==> config.mk <==
export PLATFORM = sky130hd
export DESIGN_NAME = sharpe_selector
export DESIGN_NICKNAME = d
export VERILOG_FILES = /design/src/rtl/sharpe_pkg.sv /design/src/rtl/sharpe_cmp.sv /design/src/rtl/sharpe_selector.sv
export SDC_FILE = /design/constraint.sdc
export NUM_CORES = 1
export LEC_CHECK = 0
export BUFFER_PORTS_ARGS = -buffer_cell sky130_fd_sc_hd__buf_2
export CAP_MARGIN = 20
export CORE_MARGIN = 2
export CORE_UTILIZATION = 42
export DETAILED_ROUTE_END_ITERATION = 12
export HOLD_SLACK_MARGIN = 0.06
export PLACE_DENSITY = 0.72
export SLEW_MARGIN = 20
export SYNTH_ARGS = -nofsm -noshare
export SYNTH_HDL_FRONTEND = slang
export SYNTH_SLANG_ARGS = --single-unit
==> constraint.sdc <==
create_clock -name clk -period 6.24 [get_ports clk]
set_input_delay 1.248 -clock clk [delete_from_list [all_inputs] [get_ports clk]]
set_output_delay 1.248 -clock clk [all_outputs]
set_load 0.01 [all_outputs]
==> src/rtl/sharpe_pkg.sv <==
// sharpe_pkg: shared types and constants for the Sharpe-ratio selector.
//   sel_state_e : selector FSM states (idle / hold current best / challenge in progress).
//   DIR_*       : encodings of the out_dir compare result.
package sharpe_pkg;

  typedef enum logic [1:0] {
    StIdle      = 2'd0,
    StHold      = 2'd1,
    StChallenge = 2'd2
  } sel_state_e;

  localparam logic [1:0] DIR_EQ    = 2'b00;
  localparam logic [1:0] DIR_UP    = 2'b01;
  localparam logic [1:0] DIR_DN    = 2'b10;
  localparam logic [1:0] DIR_FIRST = 2'b11;

endpackage

==> src/rtl/sharpe_cmp.sv <==
// sharpe_cmp: combinational compare of a new Sharpe sample.
//   i_new     : new sample value
//   i_old     : previous value stored for the same channel
//   i_old_vld : i_old is meaningful (channel has been seen before)
//   i_best    : current best value (before this update)
//   o_dir     : new-vs-old result (DIR_EQ / DIR_UP / DIR_DN / DIR_FIRST)
//   o_qual    : i_new >= i_best + HYST, evaluated without wrap
module sharpe_cmp
  import sharpe_pkg::*;
#(
  parameter int unsigned W    = 8,
  parameter int unsigned HYST = 2
) (
  input  logic [W-1:0] i_new,
  input  logic [W-1:0] i_old,
  input  logic         i_old_vld,
  input  logic [W-1:0] i_best,
  output logic [1:0]   o_dir,
  output logic         o_qual
);

  logic [W:0] w_thr;

  // One extra bit keeps the margin add from wrapping; a threshold above 2^W-1
  // can never be met by a W-bit sample, so saturation needs no special case.
  assign w_thr  = {1'b0, i_best} + (W + 1)'(HYST);
  assign o_qual = ({1'b0, i_new} >= w_thr);

  always_comb begin
    o_dir = DIR_EQ;
    if (!i_old_vld) begin
      o_dir = DIR_FIRST;
    end else if (i_new > i_old) begin
      o_dir = DIR_UP;
    end else if (i_new < i_old) begin
      o_dir = DIR_DN;
    end
  end

endmodule

==> src/rtl/sharpe_selector.sv <==
// sharpe_selector: multi-channel Sharpe-ratio comparator and best-strategy selector.
// Compile-time option: SHARPE_HYST_EN enables the HYST margin and CONFIRM count;
// without it the effective margin is 1 and any strictly greater sample switches at once.
// Ports:
//   clk, rst                        : clock, synchronous active-high reset
//   in_valid/in_ready/in_ch/in_sharpe : sample input handshake
//   out_valid/out_ready/out_ch/out_sharpe/out_dir : per-sample compare result
//   best_ch/best_sharpe/best_vld    : current best channel and its value
//   switch_pulse                    : one cycle high when best_ch is loaded or changes
module sharpe_selector
  import sharpe_pkg::*;
#(
  parameter int unsigned W       = 8,
  parameter int unsigned N       = 4,
  parameter int unsigned HYST    = 2,
  parameter int unsigned CONFIRM = 3
) (
  input  logic                 clk,
  input  logic                 rst,
  input  logic                 in_valid,
  output logic                 in_ready,
  input  logic [$clog2(N)-1:0] in_ch,
  input  logic [W-1:0]         in_sharpe,
  output logic                 out_valid,
  input  logic                 out_ready,
  output logic [$clog2(N)-1:0] out_ch,
  output logic [W-1:0]         out_sharpe,
  output logic [1:0]           out_dir,
  output logic [$clog2(N)-1:0] best_ch,
  output logic [W-1:0]         best_sharpe,
  output logic                 best_vld,
  output logic                 switch_pulse
);

  localparam int unsigned CW = $clog2(N);
  localparam bit ParamsOk = (N >= 2) && (CONFIRM >= 1) && (HYST < (1 << W));

  if (!ParamsOk) begin : g_param_check
    $error("sharpe_selector: invalid parameters");
  end

`ifdef SHARPE_HYST_EN
  localparam int unsigned HystEff = HYST;
  localparam int unsigned ConfEff = CONFIRM;
  localparam int unsigned CntW    = $clog2(ConfEff + 1);
`else
  localparam int unsigned HystEff = 1;
`endif

  // Handshake and channel decode
  logic w_acc, w_ch_ok, w_upd;

  assign in_ready = !out_valid || out_ready;
  assign w_acc    = in_valid && in_ready;
  assign w_ch_ok  = (32'(in_ch) < N);
  // Out-of-range channels are consumed but otherwise ignored.
  assign w_upd    = w_acc && w_ch_ok;

  // Per-channel table; valid bits gate the (unreset) values.
  logic [W-1:0] r_tab_val [N];
  logic [N-1:0] r_tab_vld;

  always_ff @(posedge clk) begin
    if (rst) begin
      r_tab_vld <= '0;
    end else if (w_upd) begin
      r_tab_val[in_ch] <= in_sharpe;
      r_tab_vld[in_ch] <= 1'b1;
    end
  end

  logic [1:0] w_dir;
  logic       w_qual;

  sharpe_cmp #(
    .W    (W),
    .HYST (HystEff)
  ) u_cmp (
    .i_new     (in_sharpe),
    .i_old     (r_tab_val[in_ch]),
    .i_old_vld (r_tab_vld[in_ch]),
    .i_best    (best_sharpe),
    .o_dir     (w_dir),
    .o_qual    (w_qual)
  );

  // Result register
  always_ff @(posedge clk) begin
    if (rst) begin
      out_valid  <= 1'b0;
      out_ch     <= '0;
      out_sharpe <= '0;
      out_dir    <= DIR_EQ;
    end else if (w_upd) begin
      out_valid  <= 1'b1;
      out_ch     <= in_ch;
      out_sharpe <= in_sharpe;
      out_dir    <= w_dir;
    end else if (out_ready) begin
      out_valid  <= 1'b0;
    end
  end

  // Selector FSM
  sel_state_e    r_state, w_state_d;
  logic [CW-1:0] w_best_ch_d;
  logic [W-1:0]  w_best_sharpe_d;
  logic          w_best_vld_d, w_pulse_d;
  logic          w_is_best;

  assign w_is_best = (in_ch == best_ch);

`ifdef SHARPE_HYST_EN
  logic [CW-1:0]   r_chal_ch, w_chal_ch_d;
  logic [CntW-1:0] r_cnt, w_cnt_d, w_cnt_inc;
  logic            w_is_chal, w_confirmed;

  assign w_is_chal   = (in_ch == r_chal_ch);
  assign w_cnt_inc   = r_cnt + CntW'(1);
  assign w_confirmed = (w_cnt_inc == CntW'(ConfEff));
`endif

  always_ff @(posedge clk) begin
    if (rst) begin
      r_state      <= StIdle;
      best_ch      <= '0;
      best_sharpe  <= '0;
      best_vld     <= 1'b0;
      switch_pulse <= 1'b0;
`ifdef SHARPE_HYST_EN
      r_chal_ch    <= '0;
      r_cnt        <= '0;
`endif
    end else begin
      r_state      <= w_state_d;
      best_ch      <= w_best_ch_d;
      best_sharpe  <= w_best_sharpe_d;
      best_vld     <= w_best_vld_d;
      switch_pulse <= w_pulse_d;
`ifdef SHARPE_HYST_EN
      r_chal_ch    <= w_chal_ch_d;
      r_cnt        <= w_cnt_d;
`endif
    end
  end

  always_comb begin
    w_state_d = r_state;
    if (w_upd) begin
      unique case (r_state)
        StIdle: w_state_d = StHold;
`ifdef SHARPE_HYST_EN
        StHold: begin
          if (!w_is_best && w_qual && (ConfEff > 1)) w_state_d = StChallenge;
        end
        StChallenge: begin
          if (!w_is_best && w_is_chal && (!w_qual || w_confirmed)) w_state_d = StHold;
        end
`else
        StHold: w_state_d = StHold;
`endif
        default: w_state_d = StIdle;
      endcase
    end
  end

  always_comb begin
    w_best_ch_d     = best_ch;
    w_best_sharpe_d = best_sharpe;
    w_best_vld_d    = best_vld;
    w_pulse_d       = 1'b0;
`ifdef SHARPE_HYST_EN
    w_chal_ch_d     = r_chal_ch;
    w_cnt_d         = r_cnt;
`endif
    if (w_upd) begin
      unique case (r_state)
        StIdle: begin
          w_best_ch_d     = in_ch;
          w_best_sharpe_d = in_sharpe;
          w_best_vld_d    = 1'b1;
          w_pulse_d       = 1'b1;
        end
        StHold: begin
          if (w_is_best) begin
            w_best_sharpe_d = in_sharpe;
          end else if (w_qual) begin
`ifdef SHARPE_HYST_EN
            if (ConfEff == 1) begin
              w_best_ch_d     = in_ch;
              w_best_sharpe_d = in_sharpe;
              w_pulse_d       = 1'b1;
            end else begin
              w_chal_ch_d = in_ch;
              w_cnt_d     = CntW'(1);
            end
`else
            w_best_ch_d     = in_ch;
            w_best_sharpe_d = in_sharpe;
            w_pulse_d       = 1'b1;
`endif
          end
        end
`ifdef SHARPE_HYST_EN
        StChallenge: begin
          if (w_is_best) begin
            w_best_sharpe_d = in_sharpe;
          end else if (w_is_chal) begin
            if (!w_qual) begin
              w_cnt_d = '0;
            end else if (w_confirmed) begin
              w_best_ch_d     = in_ch;
              w_best_sharpe_d = in_sharpe;
              w_pulse_d       = 1'b1;
              w_cnt_d         = '0;
            end else begin
              w_cnt_d = w_cnt_inc;
            end
          end else if (w_qual) begin
            // A stronger third channel takes over the challenge from scratch.
            w_chal_ch_d = in_ch;
            w_cnt_d     = CntW'(1);
          end
        end
`endif
        default: ;
      endcase
    end
  end

endmodule

==> results.cfg, run 1 <==
[yosys]
synth_ff_type = edfxtp_1
synth_cells = 228
async_flop_share_pct = 0
avgSynthCellArea_um2 = 12.35
synth.net_count = 259
synth_edf_count = 32
ys_seq_area_share_pct = 55.44
syn_area_um2 = 2816
yosysTopAreaCellShare_pct = 34.12
yosys_register_bits = 62
yosys-top-cells-count = 32 x edfxtp_1, 30 x dfxtp_1, 24 x nand2_1
synth_top_cell_by_area = edfxtp_1
ys_warn_count = 0
synth_cell_types = 38
yosysMostFrequentCell = edfxtp_1
synth_area_leaders = edfxtp_1 34%, dfxtp_1 21%, ha_1 7.6%

[global_routing]
use_met3_pct = 4.620
grt.total_usage_pct = 17.07
antenna_found_initial = 0
use_met1_pct = 20.77
grt_busiest_layer = met2
grt-ovfl-total = 0
grt_pass1_vias = 1977
grt_max_degree = 29
grt_first_pass_wirelength_um = 9480
grt_util_met2_pct = 28.19

[cts]
cts_resized = 0
clk_pin_slew_ns = 0.06
cts_buffer_depth = 2
clkLatencyLatePin_ns = 0.34
numCtsBuffers = 9
cts.sinks = 62
root_buffer = clkbuf_8
htreeDepth = 3
post-cts-setup-buffers = 0
cts_tree = done
ctsHoldBuffers = 0

[power]
intPower_mw = 0.6894
power_frac_seq_pct = 50.3
powerDensity_nw_per_um2 = 277.5
swShare_pct = 24.02
clkPwrFrac_pct = 37.3
vdd_drop_max_mv = 0.09654
switching_power_mw = 0.2180
p_leak_nw = 1.324
comb_power_share_pct = 12.4

[worst_setup_path]
crit_path_end_kind = register
path_class = input pin to register
r2r_end = best_sharpe[4]
arrival_ns = 3.36
rr_worst_depth = 10
cp-start-kind = input pin
cp_max_fo = 17
required_ns = 6.49
r2r_setup_slack_ns = 3.62
r2r_start = best_sharpe[0]

[place]
dp_hpwl_um = 4028
numPortBuffers = 39
place_ws_ns = 2.765
place.gp.congestion = 0.7728

[run_status]
violations = design-rule violations
status = finished with violations

[die]
die_area_um2 = 7377
fp.dieW_um = 85.89
start_util_pct = 43.85
ioPinCount = 40
fp-row-count = 29
core_um2 = 6422
die_h_um = 85.89

[sta]
post-route-min-period_ns = 3.108
setup_slack_ns = 3.132
final.period_utilization_pct = 49.81
clock.fmax_mhz = 321.7
rsz0062_at_grt = no
tightest_slew_ns = 0.9695
max_slew_margin_pct = 34.77
final-hold-violation-count = 0
drv_slew = 0
setup_tns_ns = 0
skew_ns = 0.01101
setup_violations = 0

[worst_hold_path]
hp-start = out_sharpe[6]
min_to = out_sharpe[6]
holdCritPathClass = register to register
hold_depth = 2

[detailed_routing]
drc = 3
drtPass1Iterations = 10
drtIter0Drc = 114
wl_um = 5660
antenna_left = 0
wl_per_cell_um = 15.99
vias = 1898
via_per_inst = 5.362

[final_layout]
regArea_um2 = 1562
antennaDiodeCount = 0
n_fill_cell = 563
finalNetCount = 303
drive_gt1_share_pct = 25.99
multiInputGateArea_um2 = 1144
area_growth_pct = 16.08

[flow_run]
cap_violations = 0
[logic make-up (layout without fill, tap and decap cells)]
group	count (synthesis)	in the layout	share of synthesized area [%]
AOI/OAI and AO/OA	43	43	11.68
xor gates and xnor gates	8	8	2.488
adders and majority gates	17	17	7.552
buffers and inverters	25	74	3.954
DFF	62	62	55.44
muxes	11	11	7.907
and+or+nand+nor	62	62	10.97
[registers in the layout, summed over array words and instances (netlist names)]
register      flops
best_vld          1
best_ch           2
out_ch            2
out_valid         1
r_tab_vld         4
best_sharpe       8
out_dir           2
r_state           1
r_tab_val        32
switch_pulse      1
out_sharpe        8
[through the flow]
step	cell area [µm²]	instances	utilization (%)	total power, mW	hold slack (ns)
finish	3269	354	50.91	0.9074	0.4545
global route	3269	354	50.91	0.9446	0.4663
CTS	3269	354	50.91	0.9181	0.4576
detailed placement	3083	338	48.00	0.5791	0.4487
global placement	3083	338	48.00	0.5753	0.4441
floorplan	2816	228	-	0.5412	0.4315
[cells in the final DEF (no fill, tap or decap), drive strengths merged, types with 2 or more instances in the layout]
cell	instances
nor2	13
a21oi	17
xnor2	6
and3	5
o21ai	2
a22o	8
clkbuf	15
mux2i	2
a21o	3
a31oi	5
a211oi	3
mux4	9
nor2b	2
xor2	2
edfxtp	32
inv	15
nand4	6
ha	17
o21a	2
nand3	5
buf	43
nor4	4
dfxtp	30
nand2	24
[power groups by stage]
stage          Sequential, mW  Combinational, mW  Clock [mW]
3_5_place_dp            0.465              0.114           0
6_report                0.456              0.113       0.338
4_1_cts                 0.457              0.114       0.347
3_3_place_gp            0.465              0.110           0
5_1_grt                 0.458              0.127       0.359
2_1_floorplan           0.469             0.0723           0
[metal layers]
metal,up-vias,share of wire (%)
met1,915,43
met2,48,50
met4,0,1.2
met5,-,0
li1,927,-
met3,8,5.6
[critical path: stages]
cell and delay [ns]:
buf_2 0.37, mux4_2 0.56, inv_1 0.07, ha_1 0.23, nor2b_1 0.13, o21a_1 0.17
o21a_1 0.16, o21bai_1 0.15, nand2_1 0.07, a211oi_1 0.20
[cell type report]
cell class	count	share of cell area, %
Sequential cell	62	47.76
Multi-Input combinational cell	141	34.98
Timing Repair Buffer	43	6.889
Clock buffer	15	4.784
Tap cell	77	2.947
Inverter	15	1.722
Clock inverter	1	0.9185
[worst max-delay path by stage]
| stage | start | end | slack [ns] | cells past startpoint |
|---|---|---|---|---|
| after global placement | in_ch[0] | out_dir[0] | 2.82 | 10 |
| after CTS | in_ch[0] | out_dir[1] | 3.12 | 10 |
| after floorplan | in_ch[0] | out_dir[1] | 3.07 | 10 |
| final | in_ch[0] | out_dir[1] | 3.13 | 10 |
| after global routing | in_ch[0] | out_dir[1] | 2.93 | 10 |
| after detailed placement | in_ch[0] | out_dir[1] | 2.77 | 10 |
Note: power is estimated with default switching activity, not from simulation.
==> run 2: changes to the inputs <==
- ABC_AREA: not set -> 1
- clock period: 6.24 -> 2.9 ns (I/O delays scaled with it)
==> run 2 against run 1 <==
Compared with the run above: core utilization up 0.49 points; sequential power increased by 120%; final cell count grew 18%; the run still ends with design-rule violations left; largest cell class unchanged.
==> results.cfg, run 2 <==
[final_layout]
antennaDiodeCount = 0
top_register = r_tab_val
drive_gt1_share_pct = 19.88
largest_reg_flops = 32
area_growth_pct = 17.45
largest_registers = r_tab_val (32), best_sharpe (8), out_sharpe (8)
most-common-layout-cells = 56 x nand2_1, 39 x buf_2, 38 x nor2_1, 32 x edfxtp_1, 30 x dfxtp_1
final_common_cell = nand2_1
finalNetCount = 368

[worst_setup_path]
cp-start-kind = register
crit_path_end_kind = register
path_common_cell = nand2_1
worst_path_largest_cell_delay_ns = 0.41
crit_chain = ha_1, nand2_1, nor2_2, nand3_1, xor2_1, ha_1, nand2_1, nor2_1, nor2_1, nand2_1, nand2_1, nand3_4, a21oi_1, nor2_1
required_ns = 3.13
cp.depth = 14
critPathTopFamily = simple AND/OR/NAND/NOR gates
cp_slowest_cell = dfxtp_1
arrival_ns = 2.60
cp_max_fo = 16
path_class = register to register
rr_worst_depth = 14
cp_num_buf_inv = 0
r2r_setup_slack_ns = 0.54

[cts]
cts_buffer_depth = 2
numCtsBuffers = 9
htreeDepth = 3
cts.sinks = 62
root_buffer = clkbuf_8
ctsHoldBuffers = 0
cts_tree = done
post-cts-setup-buffers = 0
clkLatencyLatePin_ns = 0.34
cts_resized = 0
clk_pin_slew_ns = 0.07

[global_routing]
grt_max_degree = 26
grt-ovfl-total = 0
grt.total_usage_pct = 17.34
grt_pass1_vias = 2012
antenna_found_initial = 0
grt_first_pass_wirelength_um = 9763

[sta]
skew_ns = 0.007263
setup_violations = 0
post-route-min-period_ns = 2.364
drv_slew = 0
final.period_utilization_pct = 81.50
clock.fmax_mhz = 423.1
max_slew_margin_pct = 55.28
rsz0062_at_grt = no
setup_tns_ns = 0
setup_slack_ns = 0.5364
tightest_slew_ns = 0.6683
final-hold-violation-count = 0

[place]
dp_hpwl_um = 4290
place_ws_ns = 0.4464
place.gp.congestion = 0.8509
numPortBuffers = 39

[detailed_routing]
drc = 2
antenna_left = 0
drtIter0Drc = 160
wl_per_cell_um = 14.07
via_per_inst = 5.172
wl_um = 5897
drtPass1Iterations = 9
vias = 2167

[yosys]
avgSynthCellArea_um2 = 9.724
yosysTopAreaCellShare_pct = 34.19
synth_cell_types = 29
yosys_register_bits = 62
ys_warn_count = 0
synth.net_count = 320
synth_top_cell_by_area = edfxtp_1
async_flop_share_pct = 0
yosysMostFrequentCell = nand2_1
synth_ff_type = edfxtp_1
ys_seq_area_share_pct = 55.57
yosys-top-cells-count = 56 x nand2_1, 38 x nor2_1, 32 x edfxtp_1
synth_area_leaders = edfxtp_1 34%, dfxtp_1 21%, ha_1 7.6%
syn_area_um2 = 2810
synth_cells = 289
synth_edf_count = 32

[die]
die_h_um = 85.80
ioPinCount = 40
die_area_um2 = 7362
start_util_pct = 43.76
fp-row-count = 29
fp.dieW_um = 85.80
core_um2 = 6422

[worst_hold_path]
hold_depth = 2
holdCritPathClass = register to register

[power]
vdd_drop_max_mv = 0.4117
powerDensity_nw_per_um2 = 636.5
p_leak_nw = 1.412

[flow_run]
cap_violations = 0

[run_status]
violations = design-rule violations
status = finished with violations
run 2: cell types whose count changed in the layout (fill, tap and decap cells not counted), sizes merged, moves of 7 or more:
cell,before,now
mux4,9,0
nand2,24,59
o21ai,2,11
nor3,1,8
inv,15,22
nor2,13,40
a221oi,0,7
run 2: where the power goes:
part	switching (mW)	leakage [nW]	internal [mW]	total, mW
Sequential	0.0316	0.539	0.966	0.997
Clock	0.338	0.103	0.477	0.815
Combinational	0.176	0.770	0.112	0.288
Total	0.545	1.41	1.56	2.10
run 2: area by class of cell:
class	count	area, µm²
Tap cell	77	96.34
Clock inverter	7	88.84
Clock buffer	9	123.9
Multi-Input combinational cell	197	1111
Timing Repair Buffer	44	232.7
Fill cell	576	3122
Sequential cell	62	1562
Inverter	23	86.33
run 2: path summary, 6_finish.rpt:
path,from,endpoint
max,best_sharpe[0],best_sharpe[7]
min,r_tab_vld[1],r_tab_vld[1]
max reg2reg,best_sharpe[0],best_sharpe[7]
min reg2reg,r_tab_vld[1],r_tab_vld[1]
run 2: logic make-up (layout without fill, tap and decap cells):
family                     after synthesis  after routing  synth area share [%]
and+or+nand+nor                        119            119                 17.72
DFF                                     62             62                 55.57
AOI/OAI and AO/OA                       54             54                 12.07
buffers and inverters                   30             83                 4.897
adders and majority gates               17             17                 7.569
xor gates and xnor gates                 7              7                 2.182
run 2: metrics by stage:
step	utilization, %	cells	hold slack [ns]	power (mW)	instance area (µm²)
final	51.39	419	0.4686	2.101	3301
after global routing	51.39	419	0.5039	2.199	3301
after CTS	51.39	419	0.4689	2.116	3301
after detailed placement	48.08	403	0.4513	1.304	3088
after global placement	48.08	403	0.4404	1.295	3088
after floorplan	-	289	0.4286	1.208	2810
run 2: worst register-to-register path, delay by kind of cell (launching register included):
| family | cells | cell delay, ns |
|---|---|---|
| flip-flops | 1 | 0.41 |
| adder cells (fa/ha/maj) | 2 | 0.53 |
| AO/OA/AOI/OAI | 1 | 0.18 |
| XOR/XNOR | 1 | 0.15 |
| AND/OR/NAND/NOR | 10 | 1.00 |
run 2: per-layer routing:
metal  routed length [µm]  share of wire (%)  track usage, %
met5                    0                  0               0
met4                  118                2.0           9.235
met3                  344                5.8           3.754
met2                 2689                 46           25.78
met1                 2744                 47           23.74
==> run 3: changes to the inputs <==
- clock period: 2.9 -> 2.42 ns (I/O delays scaled with it)
==> run 3 against run 2 <==
Compared with the run above: the run still ends with design-rule violations left; fmax up 9.3%; non-clock buffer count increased by 3; total power up 18%; highest routed layer unchanged.
==> results.cfg, run 3 (same netlist as run 2, synthesis figures left out) <==
[run_status]
status = finished with violations
violations = design-rule violations

[global_routing]
grt_max_degree = 20
grt.total_usage_pct = 17.30
grt-ovfl-total = 0
antenna_found_initial = 0
grt_pass1_vias = 2024
grt_first_pass_wirelength_um = 9846

[sta]
setup_tns_ns = 0
final-hold-violation-count = 0
tightest_slew_ns = 0.4050
final.period_utilization_pct = 89.38
max_slew_margin_pct = 72.97
post-route-min-period_ns = 2.163
setup_violations = 0
clock.fmax_mhz = 462.3
drv_slew = 0
rsz0062_at_grt = no
skew_ns = 0.004236

[cts]
root_buffer = clkbuf_8
clk_pin_slew_ns = 0.06
cts_resized = 0
cts_tree = done
cts_buffer_depth = 2
cts.sinks = 62
clkLatencyLatePin_ns = 0.33
numCtsBuffers = 9
ctsHoldBuffers = 0
htreeDepth = 3
post-cts-setup-buffers = 0

[power]
vdd_drop_max_mv = 0.3646
powerDensity_nw_per_um2 = 744.2
p_leak_nw = 1.432

[die]
fp.dieW_um = 85.80
ioPinCount = 40
core_um2 = 6422
fp-row-count = 29
die_h_um = 85.80
die_area_um2 = 7362
start_util_pct = 43.76

[final_layout]
final_area_um2 = 3343
n_fill_cell = 579
drive_gt1_share_pct = 21.39
most-common-layout-cells = 55 x nand2_1, 39 x buf_2, 38 x nor2_1, 32 x edfxtp_1, 27 x dfxtp_1
finalNetCount = 372
final_common_cell = nand2_1
largest_registers = r_tab_val (32), best_sharpe (8), out_sharpe (8)
area_growth_pct = 18.97
top_register = r_tab_val
largest_reg_flops = 32
antennaDiodeCount = 0

[detailed_routing]
drtPass1Iterations = 11
vias = 2164
drc = 2
antenna_left = 0
drtIter0Drc = 143
via_per_inst = 5.116
wl_per_cell_um = 13.84
wl_um = 5856

[worst_setup_path]
r2r_setup_slack_ns = 0.26
arrival_ns = 2.39
required_ns = 2.65
crit_chain = ha_1, nand2_1, nor2_2, buf_4, xnor2_1, ha_1, nand2_1, inv_1, nand2_1, nand3_1, nand2_2, nand3_2, a21oi_1, nor2_1
cp_slowest_cell = dfxtp_2
worst_path_largest_cell_delay_ns = 0.34
path_class = register to register
cp_max_fo = 5
crit_path_end_kind = register
path_common_cell = nand2_1
cp-start-kind = register
rr_worst_depth = 14

[place]
placed_area_um2 = 3110
place.gp.congestion = 0.8578
dp_hpwl_um = 4193
numPortBuffers = 39

[worst_hold_path]
holdCritPathClass = input pin to register
hold_depth = 1

[flow_run]
cap_violations = 0
==> run 3: changes by cell type in the layout (fill, tap and decap cells not counted), sizes merged <==
cell,change
clkbuf,+1
buf,+3
clkinv,+1
nand3,+1
clkinvlp,-2
==> run 3: layout make-up <==
cell class / instances / area, µm² / share of cell area [%]
well taps: 77 / 96.34 / 2.882
inverters: 23 / 86.33 / 2.582
clock inverters: 6 / 76.32 / 2.283
clock buffers: 10 / 127.6 / 3.817
flip-flops and latches: 62 / 1565 / 46.82
multi-input cells: 198 / 1136 / 33.98
repair buffers: 47 / 255.2 / 7.635
==> run 3: power by group <==
| part | switching [mW] | leakage (nW) | total, mW | internal, mW |
|---|---|---|---|---|
| Combinational | 0.218 | 0.789 | 0.356 | 0.138 |
| Clock | 0.368 | 0.103 | 0.935 | 0.568 |
| Sequential | 0.0380 | 0.540 | 1.20 | 1.16 |
| Total | 0.624 | 1.43 | 2.49 | 1.86 |
==> run 3: layer usage <==
metal,part of all wire (%),routed length (µm),track usage [%]
met2,46,2705,24.36
met3,5.9,343,3.850
met4,0.36,21,9.091
met5,0,0,0
met1,48,2786,24.85
==> run 3: worst paths after layout <==
check / startpoint / to
worst max register to register: best_sharpe[0] / best_ch[1]
worst min-delay path: in_sharpe[0] / r_tab_val[1][0]
worst min register to register: r_tab_vld[1] / r_tab_vld[1]
worst max-delay path: best_sharpe[0] / best_ch[1]
==> run 3: per-stage QoR <==
| stage | power, mW | instances | hold WS (ns) | util (%) | setup slack, ns |
|---|---|---|---|---|---|
| floorplan | 1.447 | 289 | 0.4286 | - | 0.1924 |
| global placement | 1.556 | 406 | 0.4386 | 48.43 | 0.04461 |
| detailed placement | 1.563 | 406 | 0.4498 | 48.43 | 0.03532 |
| CTS | 2.508 | 422 | 0.4069 | 51.61 | 0.1539 |
| global route | 2.616 | 423 | 0.4345 | 52.06 | 0.02058 |
| finish | 2.488 | 423 | 0.4293 | 52.06 | 0.2570 |
==> run 3: critical path, delay by kind of cell, from the launching register on <==
family	cells	cell delay, ns
buf+inv	2	0.18
xor+xnor	1	0.13
compound gates	1	0.16
fa+ha+maj	2	0.52
flops	1	0.34
simple gates	8	0.71
